## src/rtl/mems_pkg.sv

```systemverilog
// Shared constants for the MEMS sequencer and its DAC serial back-end.
package mems_pkg;

  // DAC command word layout; the sequencer ROM builds words with the same offsets.
  localparam int unsigned DAC_FRAME_BITS = 24;
  localparam int unsigned DAC_CMD_MSB    = 23;
  localparam int unsigned DAC_CMD_LSB    = 19;
  localparam int unsigned DAC_ADDR_MSB   = 18;
  localparam int unsigned DAC_ADDR_LSB   = 16;
  localparam int unsigned DAC_DATA_MSB   = 15;
  localparam int unsigned DAC_DATA_LSB   = 0;

  // Serial FSM state encoding.
  typedef logic [2:0] state_t;
  localparam state_t StIdle = 3'd0;
  localparam state_t StLead = 3'd1;
  localparam state_t StLow  = 3'd2;
  localparam state_t StHigh = 3'd3;
  localparam state_t StGap  = 3'd4;

  // Assemble a DAC command word from its fields.
  function automatic logic [DAC_FRAME_BITS-1:0] dac_word(input logic [4:0]  cmd,
                                                          input logic [2:0]  addr,
                                                          input logic [15:0] data);
    return {cmd, addr, data};
  endfunction

endpackage

```

## src/rtl/mems_spi_tick.sv

```systemverilog
// Loadable down-counter; tick_o is high on the cycle the count reaches zero, so a
// load of N-1 yields a phase-end tick after N cycles.
module mems_spi_tick (
  input  logic       clk_i,
  input  logic       rst_ni,
  input  logic       load_i,
  input  logic [7:0] load_val_i,
  output logic       tick_o
);

  logic [7:0] cnt_q, cnt_d;

  // Load has priority; otherwise count down and park at zero.
  always_comb begin
    cnt_d = cnt_q;
    if (load_i) begin
      cnt_d = load_val_i;
    end else if (cnt_q != 8'd0) begin
      cnt_d = cnt_q - 8'd1;
    end
  end

  // Counter register.
  always_ff @(posedge clk_i or negedge rst_ni) begin
    if (!rst_ni) begin
      cnt_q <= 8'd0;
    end else begin
      cnt_q <= cnt_d;
    end
  end

  assign tick_o = (cnt_q == 8'd0);

endmodule

```

## src/rtl/mems_dac_spi.sv

```systemverilog
// 3-wire SPI back-end: shifts one 24-bit DAC word MSB-first per accepted start,
// then holds sync_n high for a minimum gap before the next frame.
module mems_dac_spi
  import mems_pkg::*;
#(
  parameter int unsigned CLK_DIV    = 2,
  parameter int unsigned GAP_CYCLES = 2,
  parameter int unsigned FRAME_BITS = DAC_FRAME_BITS
) (
  input  logic                  clk_i,
  input  logic                  rst_ni,
  input  logic                  start_i,
  input  logic [FRAME_BITS-1:0] data_in_i,
  output logic                  busy_o,
  output logic                  new_data_o,
  output logic                  sclk_o,
  output logic                  sync_n_o,
  output logic                  mosi_o,
  output logic [15:0]           frame_count_o
);

  localparam logic [7:0] PhaseLoad = 8'(CLK_DIV - 1);
  localparam logic [7:0] GapLoad   = 8'(GAP_CYCLES - 1);
  localparam logic [4:0] LastBit   = 5'(FRAME_BITS);

  state_t                state_q, state_d;
  logic [FRAME_BITS-1:0] shift_q, shift_d;
  logic [4:0]            bit_cnt_q, bit_cnt_d;
  logic                  busy_q, busy_d;
  logic                  new_data_q, new_data_d;
  logic                  sclk_q, sclk_d;
  logic                  sync_n_q, sync_n_d;
  logic [15:0]           frame_count_q, frame_count_d;

  logic                  tick;
  logic                  tick_load;
  logic [7:0]            tick_val;

  mems_spi_tick u_tick (
    .clk_i      (clk_i),
    .rst_ni     (rst_ni),
    .load_i     (tick_load),
    .load_val_i (tick_val),
    .tick_o     (tick)
  );

  // Frame sequencing; every phase change reloads the tick counter.
  always_comb begin
    state_d       = state_q;
    shift_d       = shift_q;
    bit_cnt_d     = bit_cnt_q;
    busy_d        = busy_q;
    new_data_d    = 1'b0;
    sclk_d        = sclk_q;
    sync_n_d      = sync_n_q;
    frame_count_d = frame_count_q;
    tick_load     = 1'b0;
    tick_val      = PhaseLoad;

    case (state_q)
      StIdle: begin
        if (start_i) begin
          shift_d   = data_in_i;
          bit_cnt_d = 5'd0;
          busy_d    = 1'b1;
          sync_n_d  = 1'b0;
          sclk_d    = 1'b1;
          tick_load = 1'b1;
          state_d   = StLead;
        end
      end
      StLead: begin
        if (tick) begin
          sclk_d    = 1'b0;
          tick_load = 1'b1;
          state_d   = StLow;
        end
      end
      StLow: begin
        if (tick) begin
          sclk_d    = 1'b1;
          tick_load = 1'b1;
          bit_cnt_d = bit_cnt_q + 5'd1;
          state_d   = StHigh;
          // After the last low phase mosi keeps the final bit.
          if (bit_cnt_q != LastBit - 5'd1) begin
            shift_d = {shift_q[FRAME_BITS-2:0], 1'b0};
          end
        end
      end
      StHigh: begin
        if (tick) begin
          tick_load = 1'b1;
          if (bit_cnt_q == LastBit) begin
            sync_n_d      = 1'b1;
            new_data_d    = 1'b1;
            frame_count_d = frame_count_q + 16'd1;
            tick_val      = GapLoad;
            state_d       = StGap;
          end else begin
            sclk_d  = 1'b0;
            state_d = StLow;
          end
        end
      end
      StGap: begin
        // busy drops one cycle before IDLE so a start on the busy-fall cycle is dropped.
        if (!busy_q) begin
          state_d = StIdle;
        end else if (tick) begin
          busy_d = 1'b0;
        end
      end
      default: state_d = StIdle;
    endcase
  end

  // State and output registers.
  always_ff @(posedge clk_i or negedge rst_ni) begin
    if (!rst_ni) begin
      state_q       <= StIdle;
      shift_q       <= '0;
      bit_cnt_q     <= 5'd0;
      busy_q        <= 1'b0;
      new_data_q    <= 1'b0;
      sclk_q        <= 1'b1;
      sync_n_q      <= 1'b1;
      frame_count_q <= 16'd0;
    end else begin
      state_q       <= state_d;
      shift_q       <= shift_d;
      bit_cnt_q     <= bit_cnt_d;
      busy_q        <= busy_d;
      new_data_q    <= new_data_d;
      sclk_q        <= sclk_d;
      sync_n_q      <= sync_n_d;
      frame_count_q <= frame_count_d;
    end
  end

  assign busy_o        = busy_q;
  assign new_data_o    = new_data_q;
  assign sclk_o        = sclk_q;
  assign sync_n_o      = sync_n_q;
  assign mosi_o        = shift_q[FRAME_BITS-1];
  assign frame_count_o = frame_count_q;

endmodule

```

## config.mk

```make
export PLATFORM = sky130hd
export DESIGN_NAME = mems_dac_spi
export DESIGN_NICKNAME = d
export VERILOG_FILES = /design/src/rtl/mems_pkg.sv /design/src/rtl/mems_spi_tick.sv /design/src/rtl/mems_dac_spi.sv
export SDC_FILE = /design/constraint.sdc
export NUM_CORES = 1
export LEC_CHECK = 0
export CAP_MARGIN = 10
export CORE_UTILIZATION = 60
export CTS_CLUSTER_DIAMETER = 150
export DETAILED_ROUTE_END_ITERATION = 12
export DONT_BUFFER_PORTS = 1
export HOLD_SLACK_MARGIN = 0.1
export PLACE_DENSITY = 0.76
export SYNTH_ARGS = -nofsm -noshare
export SYNTH_HDL_FRONTEND = slang
export SYNTH_HIERARCHICAL = 1
export SYNTH_SLANG_ARGS = --single-unit
```

## constraint.sdc

```tcl
create_clock -name clk_i -period 7.6 [get_ports clk_i]
set_input_delay 1.9 -clock clk_i [delete_from_list [all_inputs] [get_ports clk_i]]
set_output_delay 1.9 -clock clk_i [all_outputs]
set_load 0.03 [all_outputs]
```

==> metrics.yaml <==
run_status:
  outcome: "finished, final reports clean"
floorplan:
  rows: 25
  ioPinCount: 48
  die_x_um: 72.2
  fp.dieH_um: 72.2
  coreArea_mm2: 0.00472
  initial_core_util: 0.627
  die_area_mm2: 0.00522
yosys:
  synth-edff-count: 0
  synth_warnings: 6
  synth-main-ff-cell: "dfrtp_1"
  synth.avg_cell_area_um2: 10.5
  async_flop_share: 1.00
  synth_top_area_share: 0.490
  synthTopCellsByCount: "58 x dfrtp_1, 41 x nand2_1, 24 x mux2i_1"
  netlist_top_cells_area: "dfrtp_1 49%, mux2i_1 8.1%, nand2_1 5.2%"
  yosysMostFrequentCell: "dfrtp_1"
  ys_seq_elements: 60
  syn_area_mm2: 0.00296
  yosysTopAreaCell: "dfrtp_1"
  ys_seq_area_frac: 0.508
  syn_inst: 283
  netlist-cell-type-count: 52
clock_tree:
  htreeDepth: 3
  hold_buffers: 0
  cts_buffers: 9
  insertion_delay_ns: 0.33
  cts.path.max_buffers: 2
  clkTransAtPathRegs_ns: 0.07
  clock-sinks: 60
  post-cts-setup-buffer-count: 0
  clockRootBuffer: "clkbuf_8"
  ctsResizeCount: 0
  cts_tree: "built"
sta:
  slew_headroom: 0.316
  slew_violations: 0
  finalSetupViolCount: 0
  finalSetupTns_ns: 0
  fin_skew_ns: 0.00759
  period_share: 0.462
  period_needed_ns: 3.51
  hold_viol_final: 0
  fmax_mhz: 285
  worst_pin_slew_ns: 1.01
  rsz0062_at_grt: "false"
pwr:
  peakVddDrop_mv: 0.210
  p_comb_frac: 0.179
  p_per_area_mw_per_mm2: 324
  power.internal_mw: 0.719
  power_leakage_nw: 1.37
  power_mw: 1.04
  netSwitchingPower_mw: 0.321
  p_seq_frac: 0.503
  clkPwrFrac: 0.318
  switching_share: 0.308
setup_path:
  r2r_slack_ns: 4.09
  r2r-end: "shift_q[2]"
  crit_type: "flip-flop to flip-flop"
  cp-end-kind: "flip-flop"
  required_ns: 7.79
  crit_end: "shift_q[2]"
  ff2ff_path_depth: 9
  cpMaxStageDelayCell: "nor4bb_1"
  worstSetupStartpointType: "flip-flop"
  regToRegStartpoint: "u_tick/cnt_q[0]"
  cp_data_arrival_time_ns: 3.71
  crit_chain: "inv_1 -> ha_1 -> or3b_1 -> nor2_1 -> nor4bb_1 -> o22ai_2 -> buf_4 -> nand2_1 -> o21ai_1"
  crit_path_max_fanout: 48
  crit_start: "u_tick/cnt_q[0]"
  cpPeakStageDelay_ns: 0.95
final_layout:
  nets: 317
  finish.instance_area_mm2: 0.00321
  fin_cells: 358
  syn_to_final_growth_pct: 8.28
  antenna_cells: 0
  drive_above_1_share: 0.0997
place:
  placed_area_mm2: 0.00297
  dp_cells: 342
  place_congestion: 0.816
  place_hpwl_um: 3500
  portBuffers: 0
route:
  wire_per_inst_um: 14.7
  ant_nets: 0
  drt_pass1_iterations: 4
  vias_per_cell: 5.59
  routed_wl_um: 5280
  detail_route.drc_violations: 0
  num_vias: 2002
  drt_iter0_drc: 251
global_route:
  grt_max_degree: 61
  antenna_found_initial: 0
  grt_pass1_wl_um: 8870
  grt_pass1_vias: 1905
  gr-total-overflow: 0
  grt_usage: 0.224
worst_hold_path:
  hp-start: "shift_q[22]"
  hold_class: "flip-flop to flip-flop"
job:
  drv_cap: 0
[flip-flops by register name (all words and copies together), names as in the netlist]
name,cells
u_tick/cnt_q,8
sclk_o,1
new_data_o,1
state_q,3
sync_n_o,1
busy_o,1
shift_q,24
frame_count_o,16
bit_cnt_q,5
[kinds of logic (layout without fill, tap and decap cells)]
group | after synthesis | in the layout | share of synthesized area
xor gates and xnor gates | 19 | 19 | 0.0562
AOI/OAI and AO/OA | 53 | 53 | 0.107
DFF | 60 | 60 | 0.508
buffers and inverters | 22 | 24 | 0.0469
muxes | 25 | 25 | 0.0850
other | 2 | 8 | 0.00254
and+or+nand+nor | 98 | 98 | 0.177
adders and majority gates | 4 | 4 | 0.0169
[area by class of cell]
cell class / count / area [um^2]
Clock inverter: 4 / 70.1
Clock buffer: 12 / 165
Tap cell: 67 / 83.8
Inverter: 6 / 22.5
Sequential cell: 60 / 1500
Fill cell: 349 / 1520
Timing Repair Buffer: 2 / 15.0
Multi-Input combinational cell: 207 / 1350
[power by group through the flow]
stage,Clock (mW),Sequential [mW],Combinational [mW]
2_1_floorplan,0,0.495,0.173
3_3_place_gp,0,0.523,0.178
3_5_place_dp,0,0.525,0.187
4_1_cts,0.340,0.521,0.186
5_1_grt,0.352,0.537,0.215
6_report,0.331,0.523,0.186
[metal layers]
metal  vias up  part of all wire  global-route usage
li1        999                 -                   -
met1       948              0.47               0.313
met2        48              0.45               0.322
met3         7             0.055              0.0528
met4         0             0.016               0.124
met5         -                 0                   0
[worst min-delay path by stage]
stage | cells past startpoint | endpoint
2_1_floorplan | 2 | shift_q[19]
3_3_place_gp | 2 | shift_q[20]
3_5_place_dp | 2 | shift_q[22]
4_1_cts | 2 | shift_q[22]
5_1_grt | 2 | shift_q[22]
6_report | 2 | shift_q[22]
[metrics by stage]
step,hold slack [ns],setup WS (ns),utilization
2_1_floorplan,0.450,4.75,-
3_3_place_gp,0.461,4.27,0.629
3_5_place_dp,0.477,4.12,0.629
4_1_cts,0.492,4.12,0.679
5_1_grt,0.511,3.79,0.679
6_report,0.483,4.09,0.679
[worst max-delay path: cells and delay by family (launching register included)]
| family | cells | cell delay [ns] |
|---|---|---|
| DFF | 1 | 0.41 |
| and+or+nand+nor | 4 | 2.13 |
| adders and majority gates | 1 | 0.22 |
| AOI/OAI and AO/OA | 2 | 0.21 |
| buffers and inverters | 2 | 0.39 |
[placed cells by master (no fill, tap or decap), types with 2 or more instances in the layout]
cell / instances
o31ai_1: 3
nor4_1: 2
buf_4: 2
nor2_1: 15
nand2b_1: 2
bufinv_16: 2
nand3_1: 9
ha_1: 4
inv_1: 6
nand2_1: 41
clkbuf_8: 12
conb_1: 8
or4_1: 2
o21ai_0: 9
o21ai_1: 20
mux2i_1: 24
and3_1: 2
nand4_1: 7
clkinv_2: 2
dfstp_2: 2
dfrtp_1: 58
and4_1: 4
xnor2_1: 13
nor3_2: 2
xor2_1: 6
nor3_1: 3
a21oi_1: 8
Power figures use the tool's default switching activity.
